===== src/rtl/ram16x8_pkg.sv =====
// Shared sizes and types for the 16x8 scratch-pad RAM.
package ram16x8_pkg;

  localparam int DATA_W = 8;
  localparam int ADDR_W = 4;
  localparam int DEPTH  = 2 ** ADDR_W;

  typedef logic [DATA_W-1:0] data_t;
  typedef logic [ADDR_W-1:0] addr_t;

endpackage : ram16x8_pkg


===== src/rtl/ram16x8_ctrl.sv =====
// Decodes chip select and the two enables into one-hot-ish access strobes.
// wr_fire_o : a write happens this edge
// rd_fire_o : a plain read (no write) updates the output register this edge
// wt_fire_o : write and read requested together; the top decides what the
//             output register does in that case
module ram16x8_ctrl (
  input  logic cs_i,
  input  logic w_en_i,
  input  logic op_en_i,
  output logic wr_fire_o,
  output logic rd_fire_o,
  output logic wt_fire_o
);

  // Purely combinational qualification of the enables by chip select.
  always_comb begin
    wr_fire_o = cs_i & w_en_i;
    rd_fire_o = cs_i & op_en_i & ~w_en_i;
    wt_fire_o = cs_i & w_en_i & op_en_i;
  end

endmodule : ram16x8_ctrl


===== src/rtl/ram16x8.sv =====
// 16 x 8 synchronous single-port RAM with chip select, write enable,
// output enable and a registered read port.
// reset_n is ACTIVE-HIGH and synchronous; the name is historical.
// Optional build macro RAM16X8_WRITE_THROUGH_EN: when a write and a read are
// requested together, the written data is also loaded into data_out.
// Without it, the write wins and data_out keeps its previous value.
module ram16x8
  import ram16x8_pkg::*;
(
  input  logic              clk,
  input  logic              reset_n,
  input  logic              cs,
  input  logic              w_en,
  input  logic              op_en,
  input  logic [ADDR_W-1:0] addr_in,
  input  logic [DATA_W-1:0] data_in,
  output logic [DATA_W-1:0] data_out
);

  data_t mem_q [DEPTH];
  data_t data_out_q;
  data_t data_out_d;

  logic wr_fire;
  logic rd_fire;
  logic wt_fire;

  ram16x8_ctrl u_ctrl (
    .cs_i      (cs),
    .w_en_i    (w_en),
    .op_en_i   (op_en),
    .wr_fire_o (wr_fire),
    .rd_fire_o (rd_fire),
    .wt_fire_o (wt_fire)
  );

  // Storage: cleared by reset so reads never return X, otherwise written on wr_fire.
  always_ff @(posedge clk) begin
    if (reset_n) begin
      for (int i = 0; i < DEPTH; i++) begin
        mem_q[i] <= '0;
      end
    end else if (wr_fire) begin
      mem_q[addr_in] <= data_in;
    end
  end

  // Next read-data value: hold by default, load on a read, special-case write+read.
  always_comb begin
    data_out_d = data_out_q;
    if (rd_fire) begin
      data_out_d = mem_q[addr_in];
    end else if (wt_fire) begin
`ifdef RAM16X8_WRITE_THROUGH_EN
      data_out_d = data_in;
`else
      data_out_d = data_out_q;
`endif
    end
  end

  // Registered read data; only reset ever forces it to zero.
  always_ff @(posedge clk) begin
    if (reset_n) begin
      data_out_q <= '0;
    end else begin
      data_out_q <= data_out_d;
    end
  end

  assign data_out = data_out_q;

endmodule : ram16x8


===== config.mk =====
export PLATFORM = sky130hd
export DESIGN_NAME = ram16x8
export DESIGN_NICKNAME = d
export VERILOG_FILES = /design/src/rtl/ram16x8_pkg.sv /design/src/rtl/ram16x8_ctrl.sv /design/src/rtl/ram16x8.sv
export SDC_FILE = /design/constraint.sdc
export NUM_CORES = 1
export LEC_CHECK = 0
export CORE_AREA = 8 8 128 130
export CTS_BUF_LIST = sky130_fd_sc_hd__clkbuf_8
export CTS_CLUSTER_DIAMETER = 150
export CTS_CLUSTER_SIZE = 40
export DETAILED_ROUTE_END_ITERATION = 16
export DIE_AREA = 0 0 136 138
export PLACE_DENSITY = 0.66
export SYNTH_ARGS = -nofsm -noshare
export SYNTH_HDL_FRONTEND = slang
export SYNTH_SLANG_ARGS = --single-unit

===== constraint.sdc =====
create_clock -name clk -period 3.2 [get_ports clk]
set_input_delay 0.48 -clock clk [delete_from_list [all_inputs] [get_ports clk]]
set_output_delay 0.48 -clock clk [all_outputs]
set_load 0.005 [all_outputs]

==> results.txt, run 1 <==
Slew HR -> 42.4%
Worst Path Max Fanout -> 11
Clk sinks -> 136
Die height -> 138 µm
HP Class -> flop to flop
# diodes -> 0
Final period utilization -> 72.4%
Hold buffers post-CTS -> 0
Prevailing post-synth register cell -> edfxtp_1
Register area -> 4000 µm²
Synthesized cell area -> 6320 µm²
Worst reg-to-reg path cell count -> 4
Lkg Pwr -> 2.60 nW
Multi-input gate area -> 2150 µm²
Levels on crit path -> 5
Largest net degree at the start of global routing -> 26
Post-synthesis xor/xnor area fraction -> 0%
Fillers -> 1257
Final hold viol count -> 0
Clock Skews -> 0.00767 ns
Starting Density -> 44.2%
First-pass GRT wire length -> 22600 µm
Worst path required time -> 3.34 ns
Clk slew on worst S/H paths -> 0.08 ns
Slowest cell on crit path -> clkdlybuf4s50_1
Highest clock rate -> 432 MHz
Clock root cell -> clkbuf_8
Post-route ant nets -> 0
Syn avg cell area -> 13.5 µm²
Max IR drop VDD -> 0.235 mV
Hold path depth -> 2
Setup Fix Bufs, Post-CTS -> 0
Compound-Gate Fraction of Synth Area -> 3.82%
Top cells by area, synth -> edfxtp_1 61%, and2_1 13%, mux2i_1 8.5%
GRT overflow -> 0
Placed cell count -> 668
Initial antenna violation count -> 0
FF+latch count, synth -> 136
WP buf/inv -> 1
Core area -> 14300 µm²
Actual slew at the worst max-slew pin -> 0.862 ns
Combinational family with the most area after synthesis -> simple AND/OR/NAND/NOR gates
Kind of critical path -> input pin to flop
Average wire per standard cell -> 21.0 µm
Synth area leader -> edfxtp_1
Fin nets -> 520
Number of global-route vias before repair -> 3775
Layout cells sized above 1 -> 13.2%
Yosys top cell area share -> 60.8%
Worst setup EP type -> flop
Routed vias/inst -> 5.39
Crit path to -> mem_q[1][6]
Worst-skew pair later-pin latency -> 0.44 ns
Simple-gate portion of the synthesized area -> 19.8%
Multiplexer share of the synthesized area -> 10.3%
Post-synthesis sequential area ratio -> 63.3%
Setup TNS -> 0 ns
Clk buf depth -> 2
GRT Util Overall -> 16.3%
Fraction of registers with async set/reset -> 0%
Mapped Nets -> 486
Fin. max-slew vios -> 0
Final setup vio count -> 0
YS warnings -> 0
Critical path's largest stage delay -> 0.60 ns
Num CTS Buffers -> 17
Final WL -> 14700 µm
Status -> finished, final reports clean
Die area -> 18800 µm²
Hpwl dp -> 10100 µm
Vias post-DR -> 3770
Synth unique cells -> 29
Power per standard cell area -> 508 nW/µm²
Worst reg2reg setup slack -> 1.81 ns
Final non-filler cell total -> 700
Post-CTS resize count -> 0
First DRT Iteration DRCs -> 367
Row Count -> 44
PortBufs -> 24
Synth Area in Adders -> 0%
EDFF count, synth -> 128
# IOs -> 25
Synth cell count leaders -> 129 x and2_1, 128 x edfxtp_1, 54 x mux2i_1
CP delay by family, top -> simple AND/OR/NAND/NOR gates
Htree depth -> 4
Most frequent cell after synthesis -> and2_1
Worst EP arrival -> 2.46 ns
DRC -> 0
Synth Instances -> 469
Crit path from -> addr_in[1]
Minimum clock period -> 2.32 ns
Pre-antenna DRT Iters -> 5
Unrepaired setup endpoints after global routing -> no
GP Congestion -> 0.824
R2R Path End -> data_out[6]
Area Overhead vs Synth -> 11.8%
CTS tree -> built
Die X -> 136 µm
Max_cap viols -> 0
Setup crit start kind -> input pin
CP cell instances -> clkdlybuf4s50_1 > and2b_1 > nand2_1 > nor3_1 > or2_2
Reg2reg start -> mem_q[12][6]
[flip-flops by register name, summed over array words and instances, names as in the netlist]
register  flops
mem_q       128
data_out      8
[power breakdown]
group	switching, mW	internal, mW	total [mW]	leakage (nW)
Sequential	0.0332	2.04	2.07	1.28
Combinational	0.181	0.115	0.296	1.14
Clock	0.642	0.584	1.23	0.172
Total	0.856	2.73	3.59	2.60
[per-stage QoR]
step	power, mW	hold WS (ns)	utilization (%)	instance area (µm²)	setup WS, ns
floorplan	2.28	0.486	-	6320	1.32
finish	3.59	0.519	49.4	7070	0.884
CTS	3.60	0.518	49.4	7070	0.942
global route	3.71	0.551	49.4	7070	0.773
global placement	2.40	0.494	47.1	6740	0.544
detailed placement	2.40	0.501	47.1	6740	0.461
[tightest hold or removal path: stages (launching register included)]
cell and delay (ns):
dfxtp_1 0.32, nor2_1 0.10, a311oi_1 0.05
[cells in the final DEF (no fill, tap or decap), drive strengths merged, types with 3 or more instances in the layout]
cell	netlist	final
a21oi	3	3
a22oi	6	6
a2bb2oi	5	5
a311oi	5	5
and2	129	129
buf	13	19
clkbuf	13	17
clkdlybuf4s50	0	22
clkinv	0	10
dfxtp	8	8
edfxtp	128	128
mux2i	54	54
mux4	5	5
nand2	11	11
nand2b	4	4
nand3	6	6
nor2	28	28
nor3	6	6
nor4	4	4
o22ai	15	15
or2	17	17
[final cells by class]
| cell class | instances | area share (%) |
|---|---|---|
| Sequential cell | 136 | 56.6 |
| Multi-Input combinational cell | 307 | 30.4 |
| Timing Repair Buffer | 41 | 5.06 |
| Clock buffer | 17 | 3.31 |
| Tap cell | 184 | 3.26 |
| Clock inverter | 15 | 1.34 |
[worst min path at each step]
stage | startpoint | slack, ns | end
floorplan | data_out[1] | 0.49 | data_out[1]
global placement | data_out[4] | 0.49 | data_out[4]
detailed placement | data_out[1] | 0.50 | data_out[1]
CTS | data_out[1] | 0.52 | data_out[1]
global route | data_out[0] | 0.55 | data_out[0]
finish | data_out[4] | 0.52 | data_out[4]
[per-layer routing]
| layer | share of wire [%] | GRT usage, % | up-vias |
|---|---|---|---|
| met4 | 2.1 | 6.77 | 0 |
| met2 | 48 | 25.9 | 114 |
| met3 | 4.8 | 3.04 | 25 |
| met1 | 45 | 21.4 | 1868 |
| li1 | - | - | 1763 |
| met5 | 0 | 0 | - |
[cells by family after synthesis]
| group | after synthesis |
|---|---|
| multiplexers | 59 |
| buffers and inverters | 26 |
| AND/OR/NAND/NOR | 214 |
| flip-flops | 136 |
| AO/OA/AOI/OAI | 34 |
(Power assumes the default switching activity.)
==> inputs of run 2 (changes only) <==
PLACE_DENSITY = 0.68   (was 0.66)
clock period = 2.1 ns   (was 3.2 ns; I/O delays follow)
==> run 2 against run 1 <==
  * Worst hold slack improved by 0.0095 ns
  * Clock-buffer cell count rose by 1
  * Combinational power rose by 57%
  * Worst setup slack got worse by 0.50 ns
  * Power rose by 59%
  * Largest power group unchanged
  * Largest cell class unchanged
  * Routed wire length fell by 2.3%
  * Clock power rose by 69%
==> results.txt, run 2 (synthesis gave the netlist of run 1 again) <==
Status -> finished, final reports clean
Hold buffers post-CTS -> 0 (unchanged)
Fillers -> 1213 (-3.5%)
Clock root cell -> clkbuf_8
Final Util -> 50.7% (+1.3 points)
NetSw -> 1.34 mW (+56%)
Sw Share -> 23.5% (-0.35 points)
Htree depth -> 4 (unchanged)
Worst setup EP type -> flop
GP Congestion -> 0.859 (+4.2%)
GRT overflow -> 0 (unchanged)
Actual slew at the worst max-slew pin -> 0.496 ns (-0.366 ns)
First DRT Iteration DRCs -> 345 (-6.0%)
Worst reg2reg setup slack -> 0.68 ns (-1.13 ns)
Clock network fraction of design power -> 36.6% (+2.5 points)
PortBufs -> 24 (unchanged)
GRT Util Overall -> 15.8% (-0.49 points)
Die area -> 18800 µm² (unchanged)
Pre-antenna DRT Iters -> 5 (unchanged)
Post-route ant nets -> 0 (unchanged)
Setup crit start kind -> input pin
Register area -> 4000 µm² (unchanged)
Multi-input gate area -> 2150 µm² (unchanged)
Sequential share of power -> 55.3% (-2.3 points)
Num CTS Buffers -> 17 (unchanged)
Clk sinks -> 136 (unchanged)
Setup Fix Bufs, Post-CTS -> 0 (unchanged)
Vias post-DR -> 3866 (+2.5%)
Routed vias/inst -> 5.38 (about the same)
Final total power -> 5.70 mW (+59%)
Final setup vio count -> 0 (unchanged)
Hpwl dp -> 9980 µm (-1.0%)
# diodes -> 0 (unchanged)
Layout cells sized above 1 -> 17.2% (+4.1 points)
Max_cap viols -> 0 (unchanged)
Largest net degree at the start of global routing -> 25 (-3.8%)
Fin. max-slew vios -> 0 (unchanged)
Kind of critical path -> input pin to flop
First-pass GRT wire length -> 22200 µm (-1.8%)
Initial antenna violation count -> 0 (unchanged)
Clk slew on worst S/H paths -> 0.07 ns (about the same)
Worst EP arrival -> 1.86 ns (-0.60 ns)
# IOs -> 25 (unchanged)
Worst path required time -> 2.24 ns (-1.10 ns)
CTS tree -> built
Commonest non-fill, non-tap cell in the layout -> and2_1
DRC -> 0 (unchanged)
Most flops, register -> mem_q
Minimum clock period -> 1.72 ns
Die X -> 136 µm (unchanged)
Fin nets -> 538 (+3.5%)
Final hold viol count -> 0 (unchanged)
Final WL -> 14400 µm (-2.3%)
Lkg Pwr -> 2.72 nW (+4.8%)
Slew HR -> 66.9% (+25 points)
Post-CTS resize count -> 0 (unchanged)
Unrepaired setup endpoints after global routing -> no
Commonest cells after routing, fill and taps aside -> 129 x and2_1, 128 x edfxtp_1, 54 x mux2i_1, 35 x buf_4, 28 x nor2_1
Worst-skew pair later-pin latency -> 0.45 ns (about the same)
Clock Skews -> 0.0130 ns (+0.00537 ns)
Starting Density -> 44.2% (unchanged)
Number of global-route vias before repair -> 3843 (+1.8%)
Clk buf depth -> 2 (unchanged)
Power per standard cell area -> 785 nW/µm² (+55%)
DP Area -> 6880 µm² (+2.0%)
Core area -> 14300 µm² (unchanged)
Die height -> 138 µm (unchanged)
Max IR drop VDD -> 0.408 mV (+74%)
Combinational share of power -> 8.1% (about the same)
Pint -> 4.36 mW (+60%)
Highest clock rate -> 582 MHz
HP Class -> flop to flop
Average wire per standard cell -> 20.0 µm (-4.7%)
Area Overhead vs Synth -> 14.8%
Design Area, Final -> 7260 µm² (+2.7%)
Row Count -> 44 (unchanged)
Final period utilization -> 81.9%
Max FFs per register -> 128 (unchanged)
Worst Path Max Fanout -> 8 (-3)
-- run 2: worst paths after layout --
path | from | end | cells past startpoint
setup / recovery | reset_n | mem_q[1][0] | 5
hold / removal | data_out[6] | data_out[6] | 2
setup reg to reg | mem_q[12][7] | data_out[7] | 4
hold reg to reg | data_out[6] | data_out[6] | 2
-- run 2: power groups by stage --
| stage | Clock, mW | Combinational, mW | Sequential, mW |
|---|---|---|---|
| finish | 2.08 | 0.464 | 3.15 |
| global route | 2.20 | 0.496 | 3.17 |
| CTS | 2.11 | 0.463 | 3.15 |
| detailed placement | 0 | 0.462 | 3.21 |
| global placement | 0 | 0.453 | 3.21 |
| floorplan | 0 | 0.286 | 3.19 |
-- run 2: final cells by class --
| type | count | share of cell area, % |
|---|---|---|
| clock buffer | 18 | 3.41 |
| clock inverter | 14 | 1.86 |
| multi-input combinational | 307 | 29.6 |
| sequential | 136 | 55.2 |
| tap | 184 | 3.17 |
| timing repair buffer | 59 | 6.79 |
-- run 2: per-stage QoR --
stage / setup slack, ns / instances / hold slack [ns] / TNS [ns]
2_1_floorplan: 0.386 / 469 / 0.486 / 0
6_report: 0.381 / 718 / 0.529 / 0
4_1_cts: 0.338 / 718 / 0.530 / 0
3_3_place_gp: -0.112 / 686 / 0.513 / -4.09
5_1_grt: 0.236 / 718 / 0.554 / 0
3_5_place_dp: -0.138 / 686 / 0.515 / -7.20
-- run 2: layer usage --
metal	vias up	global-route usage, %	part of all wire [%]
met1	1914	20.5	44
met4	0	6.71	2.3
met3	28	3.30	5.1
met2	121	25.1	49
met5	-	0	0
li1	1803	-	-
-- run 2: worst max-delay path, stage by stage --
cell and delay [ns]:
clkdlybuf4s50_1 0.50, and3b_1 0.37, nand2_1 0.19, nor3_1 0.21, or2_2 0.26
